[config.mk]
export PLATFORM = sky130hd
export DESIGN_NAME = spi_wrapper
export DESIGN_NICKNAME = d
export VERILOG_FILES = /design/src/rtl/spi_wrapper.sv
export SDC_FILE = /design/constraint.sdc
export NUM_CORES = 2
export LEC_CHECK = 0
export ABC_AREA = 1
export BUFFER_PORTS_ARGS = -buffer_cell sky130_fd_sc_hd__clkbuf_2
export CAP_MARGIN = 20
export CORE_MARGIN = 5
export CORE_UTILIZATION = 60
export CTS_CLUSTER_DIAMETER = 60
export DETAILED_ROUTE_END_ITERATION = 6
export PLACE_DENSITY_LB_ADDON = 0.15
export SETUP_SLACK_MARGIN = 0.02
export SYNTH_ARGS = -nofsm -noshare
export SYNTH_HDL_FRONTEND = slang
export SYNTH_SLANG_ARGS = --single-unit
[constraint.sdc]
create_clock -name clk -period 8.37 [get_ports clk]
set_clock_uncertainty 0.05 [all_clocks]
set_input_delay 0.837 -clock clk [delete_from_list [all_inputs] [get_ports clk]]
set_output_delay 0.837 -clock clk [all_outputs]
set_load 0.03 [all_outputs]
[src/rtl/spi_wrapper.sv]
// SPI slave bridged to a byte-wide RAM.
// A frame is SS_n low, one command bit, then a 10-bit word whose top two bits
// select the RAM operation. Read data returns on MISO eight bits at a time,
// MSB first, in the same frame that requested it.

module spi_slave (
    input  logic       clk,
    input  logic       rst_n,
    input  logic       ss_n,
    input  logic       mosi,
    input  logic [7:0] dout,
    input  logic       tx_valid,
    output logic       miso,
    output logic [9:0] rx_data,
    output logic       rx_valid
);
    typedef enum logic [2:0] {
        IDLE,
        CHK_CMD,
        WRITE,
        READ_ADD,
        READ_DATA
    } state_t;

    // Bit counter milestones within a frame (counter value before the edge).
    // 0..9   : receiving word bits (E1..E10)
    // 10     : word received, waiting for read data from the RAM
    // 11..17 : shifting out read bits 6..0 (bit 7 goes out on the load edge)
    // 18     : read data fully sent, hold until SS_n rises
    localparam logic [4:0] RX_LAST  = 5'd9;
    localparam logic [4:0] RX_DONE  = 5'd10;
    localparam logic [4:0] TX_FIRST = 5'd11;
    localparam logic [4:0] TX_LAST  = 5'd17;

    state_t      state;
    state_t      state_next;
    logic [4:0]  cnt;
    logic [8:0]  shreg;      // first nine word bits; the tenth comes straight from MOSI
    logic [7:0]  tx_shift;
    logic        rd_flag;    // set once a read address has been sent, cleared after read data

    logic        framed;
    logic        abort;
    logic        shift_en;
    logic        rx_last;
    logic        tx_load;
    logic        tx_shift_en;
    logic        tx_last;

    // State register: synchronous reset back to IDLE.
    // NOTE: sequential state uses non-blocking assignments so every flop samples pre-edge values.
    always_ff @(posedge clk) begin
        if (!rst_n) begin
            state <= IDLE;
        end else begin
            state <= state_next;
        end
    end

    // Next-state decode: SS_n high drops any frame; the command bit picks the branch.
    always_comb begin
        state_next = state;
        case (state)
            IDLE: begin
                if (!ss_n) begin
                    state_next = CHK_CMD;
                end
            end
            CHK_CMD: begin
                if (ss_n) begin
                    state_next = IDLE;
                end else if (!mosi) begin
                    state_next = WRITE;
                end else if (rd_flag) begin
                    state_next = READ_DATA;
                end else begin
                    state_next = READ_ADD;
                end
            end
            default: begin
                if (ss_n) begin
                    state_next = IDLE;
                end
            end
        endcase
    end

    // Output decode: per-edge control strobes for the datapath below.
    // NOTE: every signal here is assigned on every pass, so no latch can be inferred.
    always_comb begin
        framed      = (state == WRITE) || (state == READ_ADD) || (state == READ_DATA);
        abort       = (state != IDLE) && ss_n;
        shift_en    = framed && !ss_n && (cnt < RX_DONE);
        rx_last     = shift_en && (cnt == RX_LAST);
        tx_load     = (state == READ_DATA) && !ss_n && (cnt == RX_DONE) && tx_valid;
        tx_shift_en = (state == READ_DATA) && !ss_n && (cnt >= TX_FIRST) && (cnt <= TX_LAST);
        tx_last     = tx_shift_en && (cnt == TX_LAST);
    end

    // Datapath: receive shifting, rx_valid pulse, read-flag tracking and MISO shifting.
    always_ff @(posedge clk) begin
        if (!rst_n) begin
            cnt      <= '0;
            shreg    <= '0;
            rx_data  <= '0;
            rx_valid <= 1'b0;
            rd_flag  <= 1'b0;
            miso     <= 1'b0;
            tx_shift <= '0;
        end else begin
            // Pulses and MISO default low; only an active transmit edge drives a bit.
            rx_valid <= 1'b0;
            miso     <= 1'b0;
            if (abort) begin
                cnt <= '0;
            end else if (shift_en) begin
                shreg <= {shreg[7:0], mosi};
                cnt   <= cnt + 5'd1;
                if (rx_last) begin
                    rx_data  <= {shreg, mosi};
                    rx_valid <= 1'b1;
                    if (state == READ_ADD) begin
                        rd_flag <= 1'b1;
                    end
                end
            end else if (tx_load) begin
                tx_shift <= {dout[6:0], 1'b0};
                miso     <= dout[7];
                cnt      <= TX_FIRST;
            end else if (tx_shift_en) begin
                tx_shift <= {tx_shift[6:0], 1'b0};
                miso     <= tx_shift[7];
                cnt      <= cnt + 5'd1;
                if (tx_last) begin
                    rd_flag <= 1'b0;
                end
            end
        end
    end

endmodule

// Single-port byte RAM driven by 10-bit command words from the slave.
module spi_ram #(
    parameter int MEM_DEPTH = 256,
    parameter int ADDR_SIZE = 8
) (
    input  logic       clk,
    input  logic       rst_n,
    input  logic [9:0] rx_data,
    input  logic       rx_valid,
    output logic [7:0] dout,
    output logic       tx_valid
);
    localparam logic [1:0] OP_WR_ADDR = 2'b00;
    localparam logic [1:0] OP_WR_DATA = 2'b01;
    localparam logic [1:0] OP_RD_ADDR = 2'b10;
    localparam logic [1:0] OP_RD_DATA = 2'b11;

    logic [7:0]           mem [MEM_DEPTH];
    logic [ADDR_SIZE-1:0] wr_addr;
    logic [ADDR_SIZE-1:0] rd_addr;

    // Address registers and read port; the two addresses persist across frames.
    always_ff @(posedge clk) begin
        if (!rst_n) begin
            wr_addr  <= '0;
            rd_addr  <= '0;
            dout     <= '0;
            tx_valid <= 1'b0;
        end else begin
            tx_valid <= 1'b0;
            if (rx_valid) begin
                case (rx_data[9:8])
                    OP_WR_ADDR: wr_addr <= ADDR_SIZE'(rx_data[7:0]);
                    OP_RD_ADDR: rd_addr <= ADDR_SIZE'(rx_data[7:0]);
                    OP_RD_DATA: begin
                        dout     <= mem[rd_addr];
                        tx_valid <= 1'b1;
                    end
                    default: ;
                endcase
            end
        end
    end

    // Storage write port; contents survive reset so preloaded data stays readable.
    // NOTE: the array has no reset branch on purpose; reset only blocks the write.
    always_ff @(posedge clk) begin
        if (rst_n && rx_valid && (rx_data[9:8] == OP_WR_DATA)) begin
            mem[wr_addr] <= rx_data[7:0];
        end
    end

endmodule

// Top level: slave and RAM joined by the rx/tx handshake.
module spi_wrapper #(
    parameter int MEM_DEPTH = 256,
    parameter int ADDR_SIZE = 8
) (
    input  logic clk,
    input  logic rst_n,
    input  logic SS_n,
    input  logic MOSI,
    output logic MISO
);
    logic [9:0] rx_data;
    logic       rx_valid;
    logic [7:0] dout;
    logic       tx_valid;

    spi_slave slave_inst (
        .clk      (clk),
        .rst_n    (rst_n),
        .ss_n     (SS_n),
        .mosi     (MOSI),
        .dout     (dout),
        .tx_valid (tx_valid),
        .miso     (MISO),
        .rx_data  (rx_data),
        .rx_valid (rx_valid)
    );

    spi_ram #(
        .MEM_DEPTH (MEM_DEPTH),
        .ADDR_SIZE (ADDR_SIZE)
    ) ram_inst (
        .clk      (clk),
        .rst_n    (rst_n),
        .rx_data  (rx_data),
        .rx_valid (rx_valid),
        .dout     (dout),
        .tx_valid (tx_valid)
    );

endmodule

==> out/results.tsv <==
metric	value	unit
register area share after synthesis	73.5	%
ys flop type	edfxtp_1	
port bufs	4	
post-layout util	65.8	%
FMAX	0.223	GHz
most frequent cell after synthesis	nand2_1	
met2 Use GR	45.5	%
Layout Cells excl Fill	9112	
largest net degree at the start of global routing	233	
Initial Utilization	60.4	%
Post-synth EDFFs	2048	
post-CTS resize count	0	
# DRC	0	
total wire length	224000	um
Synth top area share	72.0	%
H-tree Lvls	4	
Post-synth ARST share	0	%
Cells after Synth	7258	
area delta synth->final	8.90	%
Die Footprint	150000	um^2
min Tclk post-route	4.48	ns
post-DR vias/cell	6.19	
Synth Area per Inst	11.8	um^2
period utilization	53.5	%
Reg clk slew, reported paths	0.06	ns
mux cell area share after synthesis	0	%
Die Wd	387	um
GP Congestion	0.876	
Pre-Repair DR Iteration Count	7	
gr ovfl total	0	
Inst Count DP	8727	
Max Root-Sink Buffers	3	
detailed-route via count	56405	
Worst Hold Class	in2reg	
Net Count, Synth	7265	
routing usage on met1	41.5	%
Fillers	10392	
Final HPWL DP	122000	um
Std-Cell Core Area	141000	um^2
num rows	138	
Synth area leaders	edfxtp_1, nand3_1, nand2_1, buf_2, dfxtp_1	
layout cells sized above 1	5.68	%
IO Pins	5	
Adder-Cell Fraction of Synth Area	0.0440	%
run status	completed	
antenna violations before repair	7	
Rel. slew slack	17.5	%
number of global-route vias before repair	53126	
post-synth top area cell	edfxtp_1	
Iter 0 DRT Violations	7302	
Post-DRT Antenna Nets	0	
Simple-Gate Fraction of Synth Area	22.7	%
hold buffers post-CTS	0	
TritonCTS clock tree	done	
synth cell count leaders	nand2_1, edfxtp_1, nand3_1	
final setup fails	0	
WHS	0.422	ns
setup tns final	0	ns
final hold vios	0	
RSZ-0062 raised after global routing	no	
Nets	7057	
CP endpoint kind	flip-flop	
met3 Use GR	6.32	%
GRT busiest layer	met2	
clock sinks	2110	
Clock Root Buffer	clkbuf_16	
worst vdd ir	0.200	mV
measured slew at the worst slew-check pin	1.23	ns
WL/cell	24.6	um
flops & latches, synth	2110	
Overall Global Routing Usage	29.4	%
MaxCap Viol Count	0	
Num CTS Buffers	206	
Slew Viols, Final	0	
overall power	20.6	mW
CP Class	reg2reg	
clock latency on the worst-skew pair	0.81	ns
power density cells	221	nW/um^2
CP Max Fanout	91	
CP startpoint kind	flip-flop	
Die H	387	um
compound-gate portion of the synthesized area	0.670	%
P_leak	32.2	nW
postcts setup bufs	0	
worst path required time	9.03	ns
synthesized area	85400	um^2
Post-Synth XOR/XNOR Area	0.0205	%
Netlist cell types	30	
combinational family with the most area after synthesis	simple AND/OR/NAND/NOR gates	
Syn. warnings	0	
global-route wire length before repair	332000	um
arrival time worst endpoint	5.14	ns
## cells by family (layout without fill, tap and decap cells)
logic type,Yosys count,count (layout)
flip-flops,2110,2110
AO/OA/AOI/OAI,104,104
adder cells (fa/ha/maj),3,3
buffers and inverters,560,519
other,0,5
AND/OR/NAND/NOR,4479,4479
XOR/XNOR,2,2
## sequential cells by signal (all words and copies together) (netlist names)
signal,count
ram_inst.dout,8
slave_inst.tx_shift,7
slave_inst.rx_valid,1
slave_inst.rx_data,10
ram_inst.tx_valid,1
slave_inst.shreg,9
slave_inst.miso,1
slave_inst.rd_flag,1
ram_inst.rd_addr,8
ram_inst.wr_addr,8
ram_inst.mem,2048
slave_inst.cnt,5
slave_inst.state,3
## path summary, 6_finish.rpt
kind | startpoint | slack (ns) | cells past startpoint | endpoint
setup reg to reg | ram_inst.rd_addr[1]$_SDFFE_PN0P_ | 3.89 | 13 | ram_inst.dout[5]$_SDFFE_PN0P_
hold reg to reg | slave_inst.shreg[6]$_SDFFE_PN0P_ | 0.44 | 2 | slave_inst.shreg[7]$_SDFFE_PN0P_
hold / removal | MOSI | 0.42 | 3 | slave_inst.state[2]$_SDFFE_PN0P_
setup / recovery | ram_inst.rd_addr[1]$_SDFFE_PN0P_ | 3.89 | 13 | ram_inst.dout[5]$_SDFFE_PN0P_
## per-layer routing
layer / part of all wire (%) / up-vias
met1: 39 / 27251
met3: 11 / 499
met4: 3.9 / 12
li1: - / 25362
met5: 0.036 / -
met2: 46 / 3281
## worst max-delay path, stage by stage (launching register included)
cell and delay [ns]:
dfxtp_4 1.01, buf_4 0.90, buf_4 0.88, nand3_1 0.19, nand3_1 0.14, nand3_1 0.11
nand3_1 0.12, nand3_1 0.25, nand3_1 0.25, nand2_1 0.07, nand2_1 0.08, nand3_1 0.07
nand2_1 0.07, inv_1 0.04
## area by class of cell
| class | instances | area [um^2] | share of cell area, % |
|---|---|---|---|
| diodes | 5 | 12.5 | 0.0135 |
| well taps | 1890 | 2360 | 2.54 |
| repair buffers | 78 | 816 | 0.877 |
| flip-flops and latches | 2110 | 62800 | 67.5 |
| clock inverters | 115 | 1170 | 1.26 |
| multi-input cells | 4588 | 20100 | 21.6 |
| inverters | 66 | 282 | 0.303 |
| clock buffers | 260 | 5490 | 5.91 |
## power by group
part / total (mW) / internal, mW / switching [mW]
clock network: 9.14 / 5.28 / 3.86
registers: 11.4 / 11.4 / 0.00105
logic: 0.0150 / 0.00360 / 0.0114
total: 20.6 / 16.7 / 3.87
## placed cells by master (no fill, tap or decap), drive strengths merged, types with 7 or more instances in the layout
cell      count
a21oi        38
a31oi         7
buf          74
bufinv       21
clkbuf      264
clkinv       71
clkinvlp     16
dfxtp        62
edfxtp     2048
inv          73
nand2      2159
nand3      2033
nor2        273
nor3          7
o21a          8
o21ai        39
o22ai         7
## through the flow
step,area (um^2),setup slack (ns)
floorplan,85400,4.07
global placement,86200,3.64
detailed placement,86200,3.55
CTS,92900,3.91
global route,93000,3.63
finish,93000,3.89
No activity file was read; power rests on OpenSTA's default activity.
